## config.mk

```make
export PLATFORM = sky130hd
export DESIGN_NAME = shift_sched
export DESIGN_NICKNAME = d
export VERILOG_FILES = /design/src/rtl/shift_pkg.sv /design/src/rtl/rr_arb2.sv /design/src/rtl/shift_sched.sv
export SDC_FILE = /design/constraint.sdc
export NUM_CORES = 1
export LEC_CHECK = 0
export ABC_CLOCK_PERIOD_IN_PS = 1200
export CORE_MARGIN = 5
export CORE_UTILIZATION = 38
export CTS_BUF_LIST = sky130_fd_sc_hd__clkbuf_16
export DETAILED_ROUTE_END_ITERATION = 10
export HOLD_SLACK_MARGIN = 0.06
export PLACE_DENSITY = 0.71
export SYNTH_ARGS = -nofsm -noshare
export SYNTH_HDL_FRONTEND = slang
export SYNTH_SLANG_ARGS = --single-unit
```

## constraint.sdc

```tcl
create_clock -name clk -period 1.2 [get_ports clk]
set_clock_uncertainty 0.05 [all_clocks]
set_input_delay 0.3 -clock clk [delete_from_list [all_inputs] [get_ports clk]]
set_output_delay 0.3 -clock clk [all_outputs]
set_load 0.02 [all_outputs]
```

## src/rtl/shift_pkg.sv

```systemverilog
// rtl/shift_pkg.sv - shared FSM state type and sizing constants for shift_sched
package shift_pkg;

    typedef enum logic [1:0] {
        S_IDLE  = 2'd0,
        S_SHIFT = 2'd1,
        S_DONE  = 2'd2
    } state_t;

    localparam int DEF_WIDTH = 4;
    localparam int NUM_REQ   = 2;

endpackage

```

## src/rtl/rr_arb2.sv

```systemverilog
// rtl/rr_arb2.sv - two-requester round-robin pointer and grant selection
module rr_arb2
    import shift_pkg::*;
(
    input  logic               clk,
    input  logic               res,
    input  logic               en,
    input  logic [NUM_REQ-1:0] req,
    output logic [NUM_REQ-1:0] grant
);

    logic ptr_q;
    logic ptr_d;

    // ptr_q holds the index of the requester favoured on a tie
    always_comb begin
        grant = req;
        if (req == 2'b11) begin
            grant = ptr_q ? 2'b10 : 2'b01;
        end
        ptr_d = ptr_q;
        if (en && (req != 2'b00)) begin
            ptr_d = grant[0];
        end
    end

    always_ff @(posedge clk) begin
        if (res) begin
            ptr_q <= 1'b0;
        end else begin
            ptr_q <= ptr_d;
        end
    end

endmodule

```

## src/rtl/shift_sched.sv

```systemverilog
// rtl/shift_sched.sv - arbitrated parallel-to-serial shifter; SHIFT_SCHED_PARITY_EN appends an even-parity bit
module shift_sched
    import shift_pkg::*;
#(
    parameter int WIDTH = DEF_WIDTH
) (
    input  logic               clk,
    input  logic               res,
    input  logic [NUM_REQ-1:0] req,
    input  logic [WIDTH-1:0]   data0,
    input  logic [WIDTH-1:0]   data1,
    output logic [NUM_REQ-1:0] gnt,
    output logic               sdo,
    output logic               sen,
    output logic               busy,
    output logic               done,
    output logic               owner
);

`ifdef SHIFT_SCHED_PARITY_EN
    localparam int NBITS = WIDTH + 1;
`else
    localparam int NBITS = WIDTH;
`endif
    localparam int             CW   = $clog2(NBITS + 1);
    localparam logic [CW-1:0]  LAST = CW'(NBITS - 1);

    state_t               state_q, state_d;
    logic [WIDTH-1:0]     buf_q, buf_d;
    logic [CW-1:0]        cnt_q, cnt_d;
    logic [NUM_REQ-1:0]   gnt_q, gnt_d;
    logic                 owner_q, owner_d;
    logic [NUM_REQ-1:0]   arb_grant;
`ifdef SHIFT_SCHED_PARITY_EN
    logic                 par_q, par_d;
`endif

    rr_arb2 u_arb (
        .clk   (clk),
        .res   (res),
        .en    (state_q == S_IDLE),
        .req   (req),
        .grant (arb_grant)
    );

    always_comb begin
        state_d = state_q;
        buf_d   = buf_q;
        cnt_d   = cnt_q;
        gnt_d   = '0;
        owner_d = owner_q;
        sdo     = 1'b0;
        sen     = 1'b0;
        done    = 1'b0;
        busy    = 1'b1;
`ifdef SHIFT_SCHED_PARITY_EN
        par_d   = par_q;
`endif
        case (state_q)
            S_IDLE: begin
                busy = 1'b0;
                if (req != '0) begin
                    state_d = S_SHIFT;
                    buf_d   = arb_grant[1] ? data1 : data0;
                    cnt_d   = '0;
                    gnt_d   = arb_grant;
                    owner_d = arb_grant[1];
`ifdef SHIFT_SCHED_PARITY_EN
                    par_d   = ^buf_d;
`endif
                end
            end
            S_SHIFT: begin
                sen = 1'b1;
                sdo = buf_q[WIDTH-1];
`ifdef SHIFT_SCHED_PARITY_EN
                // the data bits have all left the buffer; the last slot carries parity
                if (cnt_q == CW'(WIDTH)) begin
                    sdo = par_q;
                end
`endif
                buf_d = buf_q << 1;
                cnt_d = cnt_q + CW'(1);
                if (cnt_q == LAST) begin
                    state_d = S_DONE;
                end
            end
            S_DONE: begin
                done    = 1'b1;
                state_d = S_IDLE;
            end
            default: begin
                state_d = S_IDLE;
            end
        endcase
    end

    always_ff @(posedge clk) begin
        if (res) begin
            state_q <= S_IDLE;
            buf_q   <= '0;
            cnt_q   <= '0;
            gnt_q   <= '0;
            owner_q <= 1'b0;
`ifdef SHIFT_SCHED_PARITY_EN
            par_q   <= 1'b0;
`endif
        end else begin
            state_q <= state_d;
            buf_q   <= buf_d;
            cnt_q   <= cnt_d;
            gnt_q   <= gnt_d;
            owner_q <= owner_d;
`ifdef SHIFT_SCHED_PARITY_EN
            par_q   <= par_d;
`endif
        end
    end

    assign gnt   = gnt_q;
    assign owner = owner_q;

endmodule

```

Yosys cells after proc, flatten, opt, wreduce, memory -nomap -nowiden
Index checks and enable logic that the tools add are counted.
- register bits after elaboration: 13
- output and inout port bits: 7
- word-level logic and storage cells: 37
- $add $sub $neg: 1
- eq/ne operators: 6
- mux-type cells: 14
- bitwise operators: 2
- reduce and logical (&&, ||, !) cells: 8
- operator list (operator ; count):
    $mux 2 ; 4
    $mux 4 ; 2
    $pmux 4 s2 ; 1
    $pmux 3 s2 ; 1
    $reduce_and 2->1 ; 3
    $eq 2x2->1 const B ; 2
    $mux 1 ; 4
    $ne 2x2->1 const B ; 2
    $pmux 2 s2 ; 1
    $reduce_bool 2->1 ; 2
    $add 3x1->3 const B ; 1
    $eq 3x2->1 const B ; 1
    $mux 3 ; 1
    $reduce_or 3->1 ; 1
    $eq 2x1->1 const B ; 1
    $logic_not 2->1 ; 1
    $not 1->1 ; 2
    $logic_and 1x1->1 ; 1

Longest topological paths before layout
- depth after elaboration: 5
- mapped depth: 5
- mapped depth without buffers: 5

Modules after synthesis
From an unflattened synthesis, not the netlist that was laid out.
- cells, all modules: 68
- area, all modules: 689.4 um^2
- modules (own cells, without submodules) (module ; instances ; cells an instance ; area an instance (um^2)):
    shift_sched ; 1 ; 61 ; 624.3
    rr_arb2 ; 1 ; 7 ; 65.1

Worst setup path before layout
No wires, ideal clock.
- kind: reg-to-output
- start: register state_q[0]
- end: output port sdo
- arrival time: 0.998 ns
- data required time: 0.850 ns
- slack: -0.148 ns
- cell stages (with the launch flop): 4
- path buffers: 1
- cells stage by stage: dfxtp_1 -> nor2b_1 -> buf_2 -> and2_1
- cells in the longest elaborated chain, start to end: 2
- RTL lines (item ; RTL line ; RTL):
    start, declared ; shift_sched.sv:28 ; state_t state_q, state_d;
    start signal, assigned ; shift_sched.sv:109 ; state_q <= state_d;
    $eq 2x1->1 ; shift_sched.sv:59 ; case (state_q)
    $mux 1 ; shift_sched.sv:59 ;
    end, declared ; shift_sched.sv:13 ; output logic sdo,
Every way passes these cells.

Final worst setup path
- start: register state_q[0]
- end: output port done
- cells in the longest elaborated chain, start to end: 2
- RTL lines (item ; RTL line ; RTL):
    $eq 2x2->1 ; shift_sched.sv:59 ;
    $mux 1 ; shift_sched.sv:59 ;
    end, declared ; shift_sched.sv:16 ; output logic done,
Every way passes these cells.

==> impl_results.md <==
- Leakage power total: 0.4329 nW
- Grt ovf: 0
- Period utilization: 111.5%
- Hold Fails Final Rpt: 0
- Failing checks: negative setup slack
- Worst r2r src: state_q[0]
- TritonCTS clock tree: built
- Flop2flop setup slack: -0.01 ns
- Final setup viols: 6
- Die area: 2393 um^2
- #FFs+latches synth: 13
- Worst Path Arrival: 0.99 ns
- Comb power frac: about 17%
- Final worst slack: -0.1383 ns
- Hold buffers post-CTS: 0
- Clock buffer depth: 2
- Post-layout min period: about 1.3 ns
- R2R depth: 5
- Initial antenna violation count: 0
- WHS Path Cells: 2
- Core Box Area: 1471 um^2
- Pins Over Slew Limit: 0
- CTS clk-pin slew, worst paths: roughly 0.04 ns
- Root buf cell: clkbuf_16
- First-pass GRT wire length: between 2000 and 2500 um
- RSZ-0062 raised after global routing: yes
- Detail Placement HPWL: about 1000 um
- Number of DRC markers in iteration 0: 9
- Worst-Skew Late Latency: roughly 0.24 ns
- Clock buffer count from CTS: 3
- N_diodes: 0
- End of the worst register-to-register path: buf_q[1]
- Mean Syn Cell Area: approximately 9.6 um^2
- CP required: 0.85 ns
- Sequential share of power: 36.2%
- Drt total wl: approximately 1400 um
- Final ANT Viol Nets: 0
- Kind of critical path: flip-flop to output port
- F_max: approximately 0.75 GHz
- Buffers on Ports: 18
- Sw Share: between 20% and 30%
- Switching pwr: around 0.28 mW
- Worst Max-Slew Pin Slew: 0.2251 ns
- Yosys cell types: 27
- Finished Core Util: about two thirds
- Synth warn: 0
- Die H: 48.92 um
- Seq/Total Area, Yosys: 45.22%
- Hold/Removal Path Class: flip-flop to flip-flop
- Htree depth: 1
- Max rail drop VDD: between 800 and 900 uV
- Syn Std Cell Area: between 500 and 600 um^2
- Hold_sp: buf_q[0]
- Starting Density: slightly below 40%
- Row cnt: 14
- Clk sink count: 13
- Vias: between 500 and 600
- Hold endpoint: buf_q[0]
- Remaining DRCs: 0
- Slew HR: approximately 85%
- Synth Net Count: between 70 and 80
- Gpl congestion: roughly 0.7
- Hold slack: 0.4492 ns
- Vias per Instance: ~5.1
- Post-DR wirelength/cell: between 10 and 15 um
- DIE WIDTH: approximately 50 um
- Vias in the first global route: 519
- Synth-to-Final Area Change: 71.30%
- Clock share of power: 46.4%
- Internal Power: between 1 and 1.5 mW
- Pwr Density: ~1300 nW/um^2
- Status: finished, violations left
- CP endpoint kind: output port
- DP Worst Slack: -0.5210 ns
- Largest net degree at the start of global routing: 12
- Tot GR Track Use: between 10 and 15%
- Nets: around 110
- CP Launch Type: flip-flop
- Cells after Synth: 60
- Max_cap viols: 0
- CP max FO: 4
- 1st-pass router iterations: 4
- Num ports: 19
- Ratio of cells with drive above 1 in the final layout: 44.44%
## placed cells by master, fill, tap and decap left out, drive strengths merged
cell           count
a211oi             1
a21oi              2
a22oi              4
a311oi             1
a32oi              1
and2               1
and2b              1
and3b              1
buf               17
clkbuf             5
clkdlybuf4s15      1
clkdlybuf4s50      9
dfxtp             13
dlygate4sd2        1
ha                 2
inv                3
mux2i              5
nand2              3
nand2b             1
nand3b             1
nor2               8
nor2b              2
nor3               1
o21ai              1
o22ai              3
or2                1
or3                1
## cells in the mapped netlist
| library cell | count | area share, % |
|---|---|---|
| nor2_4 | 1 | 2.0 |
| buf_6 | 1 | 2.0 |
| nor2b_1 | 2 | 2.2 |
| or3_1 | 1 | 1.1 |
| ha_1 | 2 | 4.3 |
| buf_2 | 2 | 1.7 |
| nor2_1 | 7 | 4.6 |
| a32oi_1 | 1 | 1.5 |
| inv_1 | 1 | 0.65 |
| a311oi_1 | 1 | 1.5 |
| and3b_1 | 1 | 1.5 |
| or2_2 | 1 | 1.1 |
| mux2i_1 | 5 | 8.7 |
| dfxtp_1 | 13 | 45 |
| inv_2 | 1 | 0.65 |
| nand2_1 | 3 | 2.0 |
| clkbuf_1 | 1 | 0.65 |
| and2_1 | 1 | 1.1 |
| and2b_1 | 1 | 1.3 |
| a21oi_1 | 2 | 1.7 |
| o21ai_2 | 1 | 1.5 |
| nand2b_1 | 1 | 1.1 |
| a22oi_1 | 4 | 5.2 |
| o22ai_1 | 3 | 3.3 |
| a211oi_1 | 1 | 1.3 |
| nand3b_1 | 1 | 1.3 |
| nor3_1 | 1 | 0.87 |
## cell type report
| type | count | area, um^2 |
|---|---|---|
| Inverter | 2 | 7.507 |
| Clock inverter | 1 | 3.754 |
| Clock buffer | 3 | 75.07 |
| Tap cell | 16 | 20.02 |
| Fill cell | 124 | 485.5 |
| Multi-Input combinational cell | 41 | 339.1 |
| Sequential cell | 13 | 262.8 |
| Timing Repair Buffer | 30 | 277.8 |
## critical path, stage by stage (launching register included)
cell and delay [ns]:
dfxtp_2 0.33, buf_6 0.12, and2b_1 0.18, buf_6 0.13
## through the flow
step                std cells  setup TNS [ns]  power (mW)  cell area [um^2]
finish                    106         -0.4824       1.306             985.9
global route              106         -0.8225       1.365             985.9
CTS                       107         -0.5329       1.305             967.2
detailed placement        101          -6.533      0.6752             838.3
global placement          101          -6.009      0.6700             838.3
floorplan                  60         -0.2716      0.5738             583.1
## registers in the layout (all words and copies together) (netlist names)
name         cells
buf_q            4
cnt_q            3
gnt              2
owner            1
state_q          2
u_arb.ptr_q      1
## timing repair
| item | in CTS | in global routing |
|---|---|---|
| buffers inserted | 2 | 0 |
| gates resized for setup | 41 | 14 |
| gates cloned | 0 | 0 |
| pin swaps | 5 | 3 |
| setup endpoints to repair | 17 | 17 |
## cells by family (layout without fill, tap and decap cells)
group	count (synthesis)	in the layout	synth area share [%]
buffers and inverters	6	36	5.650
adders and majority gates	2	2	4.347
AOI/OAI and AO/OA	13	13	16.09
and+or+nand+nor	21	21	20.00
DFF	13	13	45.22
muxes	5	5	8.696
## power by group through the flow
stage	Clock, mW	Sequential, mW	Combinational (mW)
final	0.605	0.473	0.227
after detailed placement	0	0.478	0.198
after CTS	0.616	0.472	0.216
after global routing	0.646	0.475	0.243
after global placement	0	0.476	0.194
after floorplan	0	0.483	0.0904
## metal layers
layer	wire (um)	track usage, %
met1	600	13.49
met2	727	19.78
met3	45	0.9174
met4	23	8.072
met5	0	0
## worst max path at each step
stage                    start       end  slack [ns]  depth (start not counted)
finish              state_q[0]      done       -0.14                          3
global route        state_q[0]       sdo       -0.16                          3
CTS                 state_q[0]       sdo       -0.14                          3
detailed placement      req[0]  buf_q[2]       -0.52                          5
global placement        req[0]  buf_q[3]       -0.47                          5
floorplan           state_q[1]  buf_q[1]       -0.05                          5
(Power assumes the default switching activity.)
